`src/rtl/pcie_cq_desc_capture.sv`:
```
// CQ descriptor capture: passes the Completer Request stream through untouched
// and records one compact 80-bit descriptor per TLP into a show-ahead FIFO.
//
// state  | meaning
// IDLE   | between TLPs, waiting for a start-of-packet beat
// IN_PKT | SOP seen without tlast; fields held, counting beats until tlast
module pcie_cq_desc_capture #(
    parameter int AXIS_DATA_WIDTH  = 512,
    parameter int AXIS_TUSER_WIDTH = 228,
    parameter int FIFO_DEPTH       = 16
) (
    input  logic                          clk,
    input  logic                          rst,

    input  logic [AXIS_DATA_WIDTH-1:0]    s_axis_tdata,
    input  logic [AXIS_DATA_WIDTH/8-1:0]  s_axis_tkeep,
    input  logic                          s_axis_tvalid,
    input  logic                          s_axis_tlast,
    input  logic [AXIS_TUSER_WIDTH-1:0]   s_axis_tuser,
    output logic                          s_axis_tready,

    output logic [AXIS_DATA_WIDTH-1:0]    m_axis_tdata,
    output logic [AXIS_DATA_WIDTH/8-1:0]  m_axis_tkeep,
    output logic                          m_axis_tvalid,
    output logic                          m_axis_tlast,
    output logic [AXIS_TUSER_WIDTH-1:0]   m_axis_tuser,
    input  logic                          m_axis_tready,

    input  logic                          rd_en,
    output logic                          rd_valid,
    output logic [79:0]                   rd_data,
    output logic [$clog2(FIFO_DEPTH):0]   fifo_level,
    output logic [7:0]                    drop_cnt,
    output logic [7:0]                    err_cnt
);

    localparam int PTR_W  = (FIFO_DEPTH > 1) ? $clog2(FIFO_DEPTH) : 1;
    localparam int LVL_W  = $clog2(FIFO_DEPTH) + 1;
    localparam int DESC_W = 71;
    localparam logic [LVL_W-1:0] DEPTH_LVL = LVL_W'(FIFO_DEPTH);

    typedef enum logic {
        IDLE   = 1'b0,
        IN_PKT = 1'b1
    } state_t;

    state_t              state_q, state_d;
    logic                beat, sop;
    logic [DESC_W-1:0]   cur_desc, hold_desc;
    logic [7:0]          beat_cnt_q, beat_cnt_inc;
    logic                trunc_q, trunc_inc;
    logic                push, latch, cnt_inc, err_inc;
    logic [79:0]         push_rec;
    logic                push_ok, pop;

    logic [79:0]         mem [FIFO_DEPTH];
    logic [PTR_W-1:0]    wr_ptr, rd_ptr;
    logic [LVL_W-1:0]    level_q;
    logic [7:0]          drop_q, err_q;

    // Stream is a pure wire-through; capture never stalls it.
    assign m_axis_tdata  = s_axis_tdata;
    assign m_axis_tkeep  = s_axis_tkeep;
    assign m_axis_tvalid = s_axis_tvalid;
    assign m_axis_tlast  = s_axis_tlast;
    assign m_axis_tuser  = s_axis_tuser;
    assign s_axis_tready = m_axis_tready;

    assign beat = s_axis_tvalid & m_axis_tready;
    assign sop  = beat & (s_axis_tuser[81:80] != 2'b00);

    // Descriptor layout: type, dword count, tag, requester, dword-aligned address.
    assign cur_desc = {s_axis_tdata[78:75], s_axis_tdata[74:64], s_axis_tdata[103:96],
                       s_axis_tdata[95:80], s_axis_tdata[31:2], 2'b00};

    assign beat_cnt_inc = (beat_cnt_q == 8'hFF) ? 8'hFF : beat_cnt_q + 8'd1;
    assign trunc_inc    = trunc_q | (beat_cnt_q == 8'hFF);

    // State register.
    always_ff @(posedge clk) begin
        if (!rst) state_q <= IDLE;
        else      state_q <= state_d;
    end

    // Next state, record push and holding-register control.
    always_comb begin
        state_d  = state_q;
        push     = 1'b0;
        push_rec = '0;
        latch    = 1'b0;
        cnt_inc  = 1'b0;
        err_inc  = 1'b0;
        case (state_q)
            IDLE: begin
                if (sop) begin
                    if (s_axis_tlast) begin
                        push     = 1'b1;
                        push_rec = {cur_desc, 8'd1, 1'b0};
                    end else begin
                        latch   = 1'b1;
                        state_d = IN_PKT;
                    end
                end
            end
            IN_PKT: begin
                if (sop) begin
                    // A new SOP abandons the held TLP; restart from this beat.
                    err_inc = 1'b1;
                    if (s_axis_tlast) begin
                        push     = 1'b1;
                        push_rec = {cur_desc, 8'd1, 1'b0};
                        state_d  = IDLE;
                    end else begin
                        latch = 1'b1;
                    end
                end else if (beat) begin
                    cnt_inc = 1'b1;
                    if (s_axis_tlast) begin
                        push     = 1'b1;
                        push_rec = {hold_desc, beat_cnt_inc, trunc_inc};
                        state_d  = IDLE;
                    end
                end
            end
            default: state_d = IDLE;
        endcase
    end

    // Holding register and saturating beat counter for multi-beat TLPs.
    always_ff @(posedge clk) begin
        if (!rst) begin
            hold_desc  <= '0;
            beat_cnt_q <= '0;
            trunc_q    <= 1'b0;
        end else if (latch) begin
            hold_desc  <= cur_desc;
            beat_cnt_q <= 8'd1;
            trunc_q    <= 1'b0;
        end else if (cnt_inc) begin
            beat_cnt_q <= beat_cnt_inc;
            trunc_q    <= trunc_inc;
        end
    end

    assign pop     = rd_en & rd_valid;
    assign push_ok = push & ((level_q != DEPTH_LVL) | pop);

    // Record storage; no reset needed, contents are only visible when non-empty.
    always_ff @(posedge clk) begin
        if (push_ok) mem[wr_ptr] <= push_rec;
    end

    // FIFO pointers and occupancy; pointers wrap naturally at the power-of-two depth.
    always_ff @(posedge clk) begin
        if (!rst) begin
            wr_ptr  <= '0;
            rd_ptr  <= '0;
            level_q <= '0;
        end else begin
            if (push_ok) wr_ptr <= wr_ptr + 1'b1;
            if (pop)     rd_ptr <= rd_ptr + 1'b1;
            case ({push_ok, pop})
                2'b10:   level_q <= level_q + 1'b1;
                2'b01:   level_q <= level_q - 1'b1;
                default: level_q <= level_q;
            endcase
        end
    end

    // Saturating drop and framing-error counters.
    always_ff @(posedge clk) begin
        if (!rst) begin
            drop_q <= '0;
            err_q  <= '0;
        end else begin
            if (push && !push_ok && drop_q != 8'hFF) drop_q <= drop_q + 8'd1;
            if (err_inc && err_q != 8'hFF)           err_q  <= err_q + 8'd1;
        end
    end

    assign rd_valid   = (level_q != '0);
    assign rd_data    = mem[rd_ptr];
    assign fifo_level = level_q;
    assign drop_cnt   = drop_q;
    assign err_cnt    = err_q;

endmodule

```
`config.mk`:
```
export PLATFORM = sky130hd
export DESIGN_NAME = pcie_cq_desc_capture
export DESIGN_NICKNAME = d
export VERILOG_FILES = /design/src/rtl/pcie_cq_desc_capture.sv
export SDC_FILE = /design/constraint.sdc
export NUM_CORES = 1
export LEC_CHECK = 0
export ABC_AREA = 1
export BUFFER_PORTS_ARGS = -buffer_cell sky130_fd_sc_hd__buf_2
export CORE_AREA = 2 2 660 662
export CTS_CLUSTER_DIAMETER = 50
export CTS_CLUSTER_SIZE = 28
export DETAILED_ROUTE_END_ITERATION = 10
export DIE_AREA = 0 0 662 664
export HOLD_SLACK_MARGIN = 0.08
export PLACE_DENSITY = 0.3
export SLEW_MARGIN = 30
export SYNTH_ARGS = -nofsm -noshare
export SYNTH_HDL_FRONTEND = slang
export SYNTH_SLANG_ARGS = --single-unit
```
`constraint.sdc`:
```
create_clock -name clk -period 6.51 [get_ports clk]
set_input_delay 0.651 -clock clk [delete_from_list [all_inputs] [get_ports clk]]
set_output_delay 0.651 -clock clk [all_outputs]
set_load 0.1 [all_outputs]
```
## Yosys cells after proc, flatten, opt, wreduce, memory -nomap -nowiden

Memories as Yosys holds them, arrays and structs flattened. A register that Yosys moved wholly into a read port is not among the register bits.
Index checks and enable logic that the tools add are counted.

| operators by class | value |
|---|---|
| $add $sub $neg | 7 |
| equality and inequality tests | 6 |
| muxes and demuxes | 29 |
| bitwise gates (word level) | 8 |
| reductions and logical operators | 9 |

Operators with widths:

| cell | number |
|---|---|
| two-way mux 80 bit | 5 |
| one-hot mux 80 bit (2 select lines) | 1 |
| adder 8 x 1 -> 8 bit, second input constant | 3 |
| two-way mux 1 bit | 17 |
| inequality test 8 bit, second input constant | 2 |
| one-hot mux 5 bit (2 select lines) | 1 |
| adder 4 x 1 -> 4 bit, second input constant | 2 |
| == test 8 bit, second input constant | 1 |
| two-way mux 4 bit | 2 |
| two-way mux 8 bit | 1 |
| nonzero test 2 bit | 3 |
| adder 5 x 1 -> 5 bit, second input constant | 1 |
| inequality test 5 bit, second input constant | 1 |
| nonzero test 5 bit | 1 |
| subtractor 5 x 1 -> 5 bit, second input constant | 1 |
| bitwise AND 1 bit | 4 |
| one-hot mux 1 bit (2 select lines) | 2 |
| logical AND 1 bit | 3 |
| == test 2 x 1 -> 1 bit, second input constant | 1 |
| == test 2 bit, second input constant | 1 |
| inverter 1 bit | 2 |
| OR 1 bit | 2 |
| OR reduction 2 bit | 1 |
| zero test 1 bit | 1 |

| storage, ports and cells | value |
|---|---|
| register bits after elaboration | 108 |
| RAM bits | 1280 |
| input port bits | 810 |
| output and inout bits | 909 |
| word-level logic and storage cells | 70 |
| memories | 1 |

Memory list:

| name | words | bits a word | read ports | clocked after memory_dff | write ports | RTL line | source |
|---|---|---|---|---|---|---|---|
| mem | 16 | 80 | 1 | 1 | 1 | 56 | `logic [79:0] mem [FIFO_DEPTH];` |

## Longest topological paths before layout

Gate-level depths: netlist of run 1.

| logic depth | value |
|---|---|
| depth after elaboration | 8 |
| gate-level depth with buffers | 15 |
| depth with buffers taken out | 14 |

## Least setup slack after synthesis of run 1

Ideal clock, no wire load.

| timing path | value |
|---|---|
| path kind | register -> register |
| start point | register level_q[0] (netlist: fifo_level[0]) |
| end point | memory mem[11][0] (enable) |
| library setup time | 0.515 ns |
| arrival time | 4.972 ns |
| required time | 5.995 ns |
| setup slack | 1.023 ns |
| cell stages (with the launch flop) | 7 |
| buffers on the path | 0 |
| clock period less this slack | 5.487 ns |
| path through | dfxtp_1 -> nor2_1 -> nand3_1 -> nand2_1 -> inv_1 -> nand2_1 -> nor2_1 |

| on the way | value |
|---|---|
| word-level cells in the longest chain between the ends | 6 |
| elaborated cells between the ends (all ways) | 7 |
| classes of those cells | eq/ne: 1; mux: 2; bitwise: 3; reduce/logical: 1 |

RTL lines:

| what | RTL line | source |
|---|---|---|
| start: declaration | 58 | `logic [LVL_W-1:0] level_q;` |
| start signal: assignment | 163 | `2'b10: level_q <= level_q + 1'b1;` |
| start signal: assignment | 164 | `2'b01: level_q <= level_q - 1'b1;` |
| start signal: assignment | 165 | `default: level_q <= level_q;` |
| nonzero test 5 bit | 181 | `assign rd_valid = (level_q != '0);` |
| bitwise AND 1 bit | 145 | `assign pop = rd_en & rd_valid;` |
| OR 1 bit (*) | 146 | `assign push_ok = push & ((level_q != DEPTH_LVL) \| pop);` |
| bitwise AND 1 bit (*) | 146 |  |
| two-way mux 1 bit (*) | 150 | `if (push_ok) mem[wr_ptr] <= push_rec;` |
| two-way mux 1 bit (implied by the code) (*) | 150 |  |
| end: declaration | 56 |  |

Every way passes the cells marked *; elsewhere a longest branch is shown, timed or not.

==> impl_metrics.toml, run 1 <==
[finish]
syn2layout_area_growth_pct = 12.4
drive_gt1_share_pct = 13.0
fill_cells = 47700
final_util_pct = 16.2
stdcell_count = 10800
num-nets-final = 5713
design_area_um2 = 70100

[timing]
tns_ns = 0
worst_slew_pin_slew_ns = 1.03
finalHoldViolCount = 0
slew_headroom_pct = 31.1
finalClockSkew_ns = 0.0569
fmax_mhz = 220
rsz0062_at_grt = "false"
period_share_pct = 69.8
finalWorstSetupSlack_ns = 1.97
setup_viol = 0
finalCriticalPeriod_ns = 4.54
slew_viol_final = 0

[clock_tree]
cts-buffers-inserted = 165
cts_buffer_depth = 4
clk_pin_slew_ns = 0.06
cts-htree-levels = 4
tritoncts = "yes"
cts-root-buf = "clkbuf_16"
cts_sinks = 1360
clk_latency_ns = 0.86

[global_routing]
grt_max_degree = 165
grt_pass1_vias = 37000
grt_remaining_overflow = 0
met2_usage_pct = 30.4
grt_busiest_layer = "met3"
grt_pass1_wl_um = 611000
antenna_found_initial = 15
grt_usage_pct = 23.0
met3_usage_pct = 35.3
use_met1_pct = 16.9

[setup_path]
path_cells = "buf_4 -> o211ai_1 -> nand3_1 -> nand3_1 -> nand2_1 -> buf_2"
crit_arrival_ns = 3.89
worstPathRequired_ns = 5.86
critPathMostFrequentCell = "nand3_1"
crit_family = "buffers and inverters"
cp.buffers_inverters = 2
crit_type = "reg2out"
slowest_stage = "dfxtp_4"
cp_max_fo = 57
max_stage_delay_ns = 0.88
endpoint_kind = "output port"
crit_path_start_kind = "flip-flop"

[floorplan]
fp.dieH_um = 664
pin_count = 1719
die_w_um = 662
core_area_um2 = 433000
die-area_um2 = 440000
initial_core_util_pct = 14.4
fp-row-count = 242

[synthesis]
synth_seq_cells = 1360
synthDistinctLibCells = 35
synth_top_cell_by_area = "edfxtp_1"
syn_inst = 5472
yosys_warnings = 0
yosysSeqAreaShare_pct = 63.7
yosys-top-cells-area = "edfxtp_1, buf_4, inv_1"
synth_area_um2 = 62400
synth_top_area_share_pct = 60.1
postSynthAreaPerCell_um2 = 11.4

[pwr]
p_int_mw = 16.7
switching_share_pct = 38.4
power.leakage_nw = 23.9
switching_power_mw = 10.4
power_frac_clock_pct = 36.2
comb_power_share_pct = 28.3
vdd_ir_drop_max_uv = 278
pwr-share-seq_pct = 35.6
power_density_nw_per_um2 = 387

[job]
cap_viol_max_count = 0

[place]
place_ws_ns = 2.34
hpwl_um = 418000
port_buffers = 250
dp.cells = 10400
place.gp.congestion = 0.959
placed_area_um2 = 64000

[routing]
wire_per_inst_um = 48.8
drt_iter0_drc = 4001
drt_pass1_iterations = 6
vias = 41800
viasPerCell = 3.89
drc_errors = 0
ant_nets = 0
finalWirelength_um = 525000

[min_path]
hold_class = "in2reg"

[status]
status = "finished clean"
[cells in the final DEF (no fill, tap or decap), types with 18 or more instances in the layout]
master,count
inv_1,667
buf_4,49
o21ai_1,193
nor2_4,18
clkinv_4,20
buf_12,30
o211ai_1,306
dfxtp_1,108
o21ai_0,211
edfxtp_1,1248
buf_2,248
inv_6,19
dlygate4sd3_1,39
nor2_1,176
nand2_1,463
a21oi_1,342
a32o_1,69
nand3_1,490
clkbuf_16,170
[worst reg2reg max path, stage by stage, from the launching register on]
cell and delay (ns):
dfxtp_1 0.30, inv_1 0.11, a21oi_1 0.43, nand2_1 0.22
inv_1 0.22, nand2_1 0.28, nor2_4 0.74, buf_12 0.45
[through the flow]
stage / total power [mW] / hold slack [ns]
final: 27.1 / 0.137
after global routing: 28.2 / 0.128
after CTS: 27.5 / 0.0810
after detailed placement: 17.6 / 0.475
after global placement: 17.6 / 0.472
after floorplan: 18.0 / 0.436
[logic make-up (layout without fill, tap and decap cells)]
kind of cell,count (synthesis),in the layout,synth area share (%)
buf+inv,1788,1332,16.8
flops,1360,1360,63.7
simple gates,1163,1163,8.05
compound gates,1136,1136,11.0
fa+ha+maj,12,12,0.253
xor+xnor,12,12,0.169
other cells,1,10,0.00601
[flip-flops by register name, indices dropped and copies added (netlist names), named ones only]
register,cells
beat_cnt_q,8
drop_cnt,8
err_cnt,8
fifo_level,5
hold_desc,69
mem,1248
rd_ptr,4
state_q,1
trunc_q,1
wr_ptr,4
[metal layers]
metal  vias to the layer above  wire [µm]
met1                     20200     134000
li1                      17100          -
met3                       480     171000
met5                         -       7010
met4                        68      13800
met2                      4003     199000
[timing repair]
item | 4_1_cts | 5_1_grt
endpoints found under the hold margin | 39 | 0
buffers inserted | 0 | 0
resized for setup | 0 | 0
hold buffers | 39 | 0
[cell type report]
type                            instances  area [µm²]  area share [%]
Sequential cell                      1360       39700            56.7
Multi-Input combinational cell       2325       12300            17.6
Tap cell                             5734        7170            10.2
Timing Repair Buffer                  368        2660            3.79
Clock inverter                        114        1320            1.89
Clock buffer                          179        4320            6.16
Inverter                              671        2530            3.62
Antenna cell                            8        20.0          0.0286
[cells in the mapped netlist (all sizes together)]
cell type	count
xor2	10
nand4	4
o21ai	404
nor2	198
a211oi	1
a21oi	347
conb	1
edfxtp	1248
clkbuf	140
dfxtp	112
nand3	491
ha	11
nor3	6
fa	1
clkinv	1
buf	977
o211ai	314
nand2	463
xnor2	2
inv	670
a31oi	1
or2	1
a32o	69
[final timing paths]
path	from	to	slack (ns)	cells past startpoint
max	flip-flop	rd_data[74]	1.97	6
min	s_axis_tdata[30]	hold_desc[30]$_SDFFE_PN0P_	0.14	3
max reg2reg	state_q$_SDFF_PN0_	mem[15][68]$_DFFE_PP_	3.25	7
min reg2reg	rd_ptr[3]$_SDFFE_PN0P_	flip-flop	0.48	2
[power by group through the flow]
stage,clock network [mW],logic (mW),registers [mW]
6_report,9.81,7.67,9.65
5_1_grt,10.3,8.22,9.66
4_1_cts,10.1,7.77,9.65
3_5_place_dp,0,7.73,9.85
3_3_place_gp,0,7.69,9.88
2_1_floorplan,0,8.12,9.84
No activity file was read; power rests on OpenSTA's default activity.
==> run 2, diff against run 1 <==
==> constraint.sdc (replaced) <==
create_clock -name clk -period 4.72 [get_ports clk]
set_input_delay 0.472 -clock clk [delete_from_list [all_inputs] [get_ports clk]]
set_output_delay 0.472 -clock clk [all_outputs]
set_load 0.1 [all_outputs]
==> run 2 against run 1 <==
Effect of this change: cell count grew 1.0%; setup slack lost 1.3 ns; first-iteration DRC count grew 4.9%; die area is the same; combinational power grew 43%; clock skew grew 0.037 ns; cell area grew 2.1%; critical path depth grew 1; clock power grew 41%; sequential share of layout area shrank 1.1 points; critical endpoint is now rd_data[2].
==> impl_metrics.toml, run 2 (same netlist as run 1, synthesis figures left out) <==
[timing]
rsz0062_at_grt = "false"
finalClockSkew_ns = 0.0937
finalHoldViolCount = 0
finalWorstSetupSlack_ns = 0.623
worst_slew_pin_slew_ns = 0.980
period_share_pct = 86.8
setup_viol = 0
finalCriticalPeriod_ns = 4.10
slew_viol_final = 0
hold-worst-slack_ns = 0.181
fmax_mhz = 244
slew_headroom_pct = 34.7

[finish]
regArea_um2 = 39700
design_area_um2 = 71500
drive_gt1_share_pct = 14.1
syn2layout_area_growth_pct = 14.7
top_regs = "mem: 1248 flops, hold_desc: 69 flops"
num-nets-final = 5818
final_util_pct = 16.5
multi_input_area_um2 = 12300
top_register = "mem"
largest_reg_flops = 1248
fill_cells = 47500
mostFrequentLayoutCells = "edfxtp_1, inv_1, nand3_1, nand2_1, a21oi_1"
final_common_cell = "edfxtp_1"

[global_routing]
grt_max_degree = 107
grt_pass1_wl_um = 608000
antenna_found_initial = 10
grt_remaining_overflow = 0
grt_usage_pct = 22.9
grt_pass1_vias = 37200

[routing]
vias = 41900
finalWirelength_um = 522000
drt_pass1_iterations = 6
drt_iter0_drc = 4199
drc_errors = 0
wire_per_inst_um = 48.0
ant_nets = 0
viasPerCell = 3.85

[floorplan]
initial_core_util_pct = 14.4
die-area_um2 = 440000
pin_count = 1719
fp-row-count = 242
core_area_um2 = 433000
fp.dieH_um = 664
die_w_um = 662

[setup_path]
crit_arrival_ns = 3.63
r2r-start = "fifo_level[0]$_SDFFE_PN0P_"
crit_path_start_kind = "flip-flop"
max_stage_delay_ns = 0.95
critPathMostFrequentCell = "nand3_1"
crit_type = "reg2out"
r2r_cells = 7
r2r-end = "mem[11][18]$_DFFE_PP_"
cp_max_fo = 47
reg2reg_slack_ns = 1.77
path_cells = "buf_12 -> buf_4 -> o211ai_1 -> nand3_1 -> nand3_1 -> nand2_1 -> buf_2"
worstPathRequired_ns = 4.25
slowest_stage = "dfxtp_4"
cp.buffers_inverters = 3
endpoint_kind = "output port"
crit_family = "buffers and inverters"

[clock_tree]
tritoncts = "yes"
cts_setup_buffers = 0
cts_buffer_depth = 4
cts_resized = 0
cts-root-buf = "clkbuf_16"
cts_sinks = 1360
clk_latency_ns = 0.87
cts-htree-levels = 4
cts-buffers-inserted = 172
clk_pin_slew_ns = 0.07

[place]
place_ws_ns = 1.35
placed_area_um2 = 65000
hpwl_um = 421000
place.gp.congestion = 0.957
port_buffers = 250

[pwr]
pwr-share-seq_pct = 34.9
p_int_mw = 23.5
power_frac_clock_pct = 36.2
comb_power_share_pct = 28.9
vdd_ir_drop_max_uv = 415
power.leakage_nw = 24.6
switching_power_mw = 14.6
power_density_nw_per_um2 = 533
switching_share_pct = 38.4
p_total_mw = 38.1

[min_path]
min_path_cells = 3
hold_class = "in2reg"
min_from = "rst"
hold_end = "hold_desc[8]$_SDFFE_PN0P_"

[status]
status = "finished clean"

[job]
cap_viol_max_count = 0
[run 2: changes by cell type in the layout (fill, tap and decap cells not counted), moves of 4 or more]
cell           before  now
inv_8               9   13
buf_4              49   81
inv_6              19   26
clkinv_4           20    6
dlygate4sd3_1      39   69
clkbuf_16         170  175
buf_2             248  243
clkbuf_1            6   16
buf_12             30   73
[run 2: cell type report]
type / count / share of cell area (%)
diodes: 5 / 0.0175
clock buffers: 196 / 6.30
clock inverters: 111 / 1.78
inverters: 671 / 3.54
multi-input cells: 2325 / 17.2
flip-flops and latches: 1360 / 55.6
well taps: 5734 / 10.0
repair buffers: 466 / 5.56
[run 2: tightest hold or removal path, cell delays in order]
cell and delay, ns:
buf_4 0.30, o21ai_0 0.17, nor2_1 0.05
[run 2: metal layers]
layer  share of wire, %  wire length (µm)  global-route usage [%]  vias to the layer above
met5                1.2              6330                    10.7                        -
met3                 32            169000                    34.8                      501
met4                2.8             14800                    5.62                       62
met1                 26            135000                    17.0                    20100
met2                 38            197000                    30.1                     3937
li1                   -                 -                       -                    17300
[run 2: how the worst max path moves through the flow]
stage                            end  slack [ns]  depth (start not counted)
2_1_floorplan   mem[11][0]$_DFFE_PP_       -0.77                          6
3_3_place_gp    mem[5][18]$_DFFE_PP_        1.31                          6
3_5_place_dp   mem[12][18]$_DFFE_PP_        1.35                          6
4_1_cts                   rd_data[2]        0.48                          7
5_1_grt                   rd_data[2]        0.43                          7
6_report                  rd_data[2]        0.62                          7
[run 2: power groups by stage]
stage	logic [mW]	registers, mW	clock network [mW]
after CTS	11.2	13.3	14.1
after floorplan	11.2	13.6	0
after global placement	11.1	13.6	0
after detailed placement	11.1	13.6	0
after global routing	11.8	13.3	14.5
final	11.0	13.3	13.8
[run 2: what timing repair did]
action	CTS	global route
endpoints found under the setup margin	0	0
endpoints found under the hold margin	69	0
hold buffers	69	0
[run 2: metrics by stage]
stage	TNS, ns	instances
floorplan	-776.26	5473
global placement	0	10500
detailed placement	0	10500
CTS	0	10900
global route	0	10900
finish	0	10900
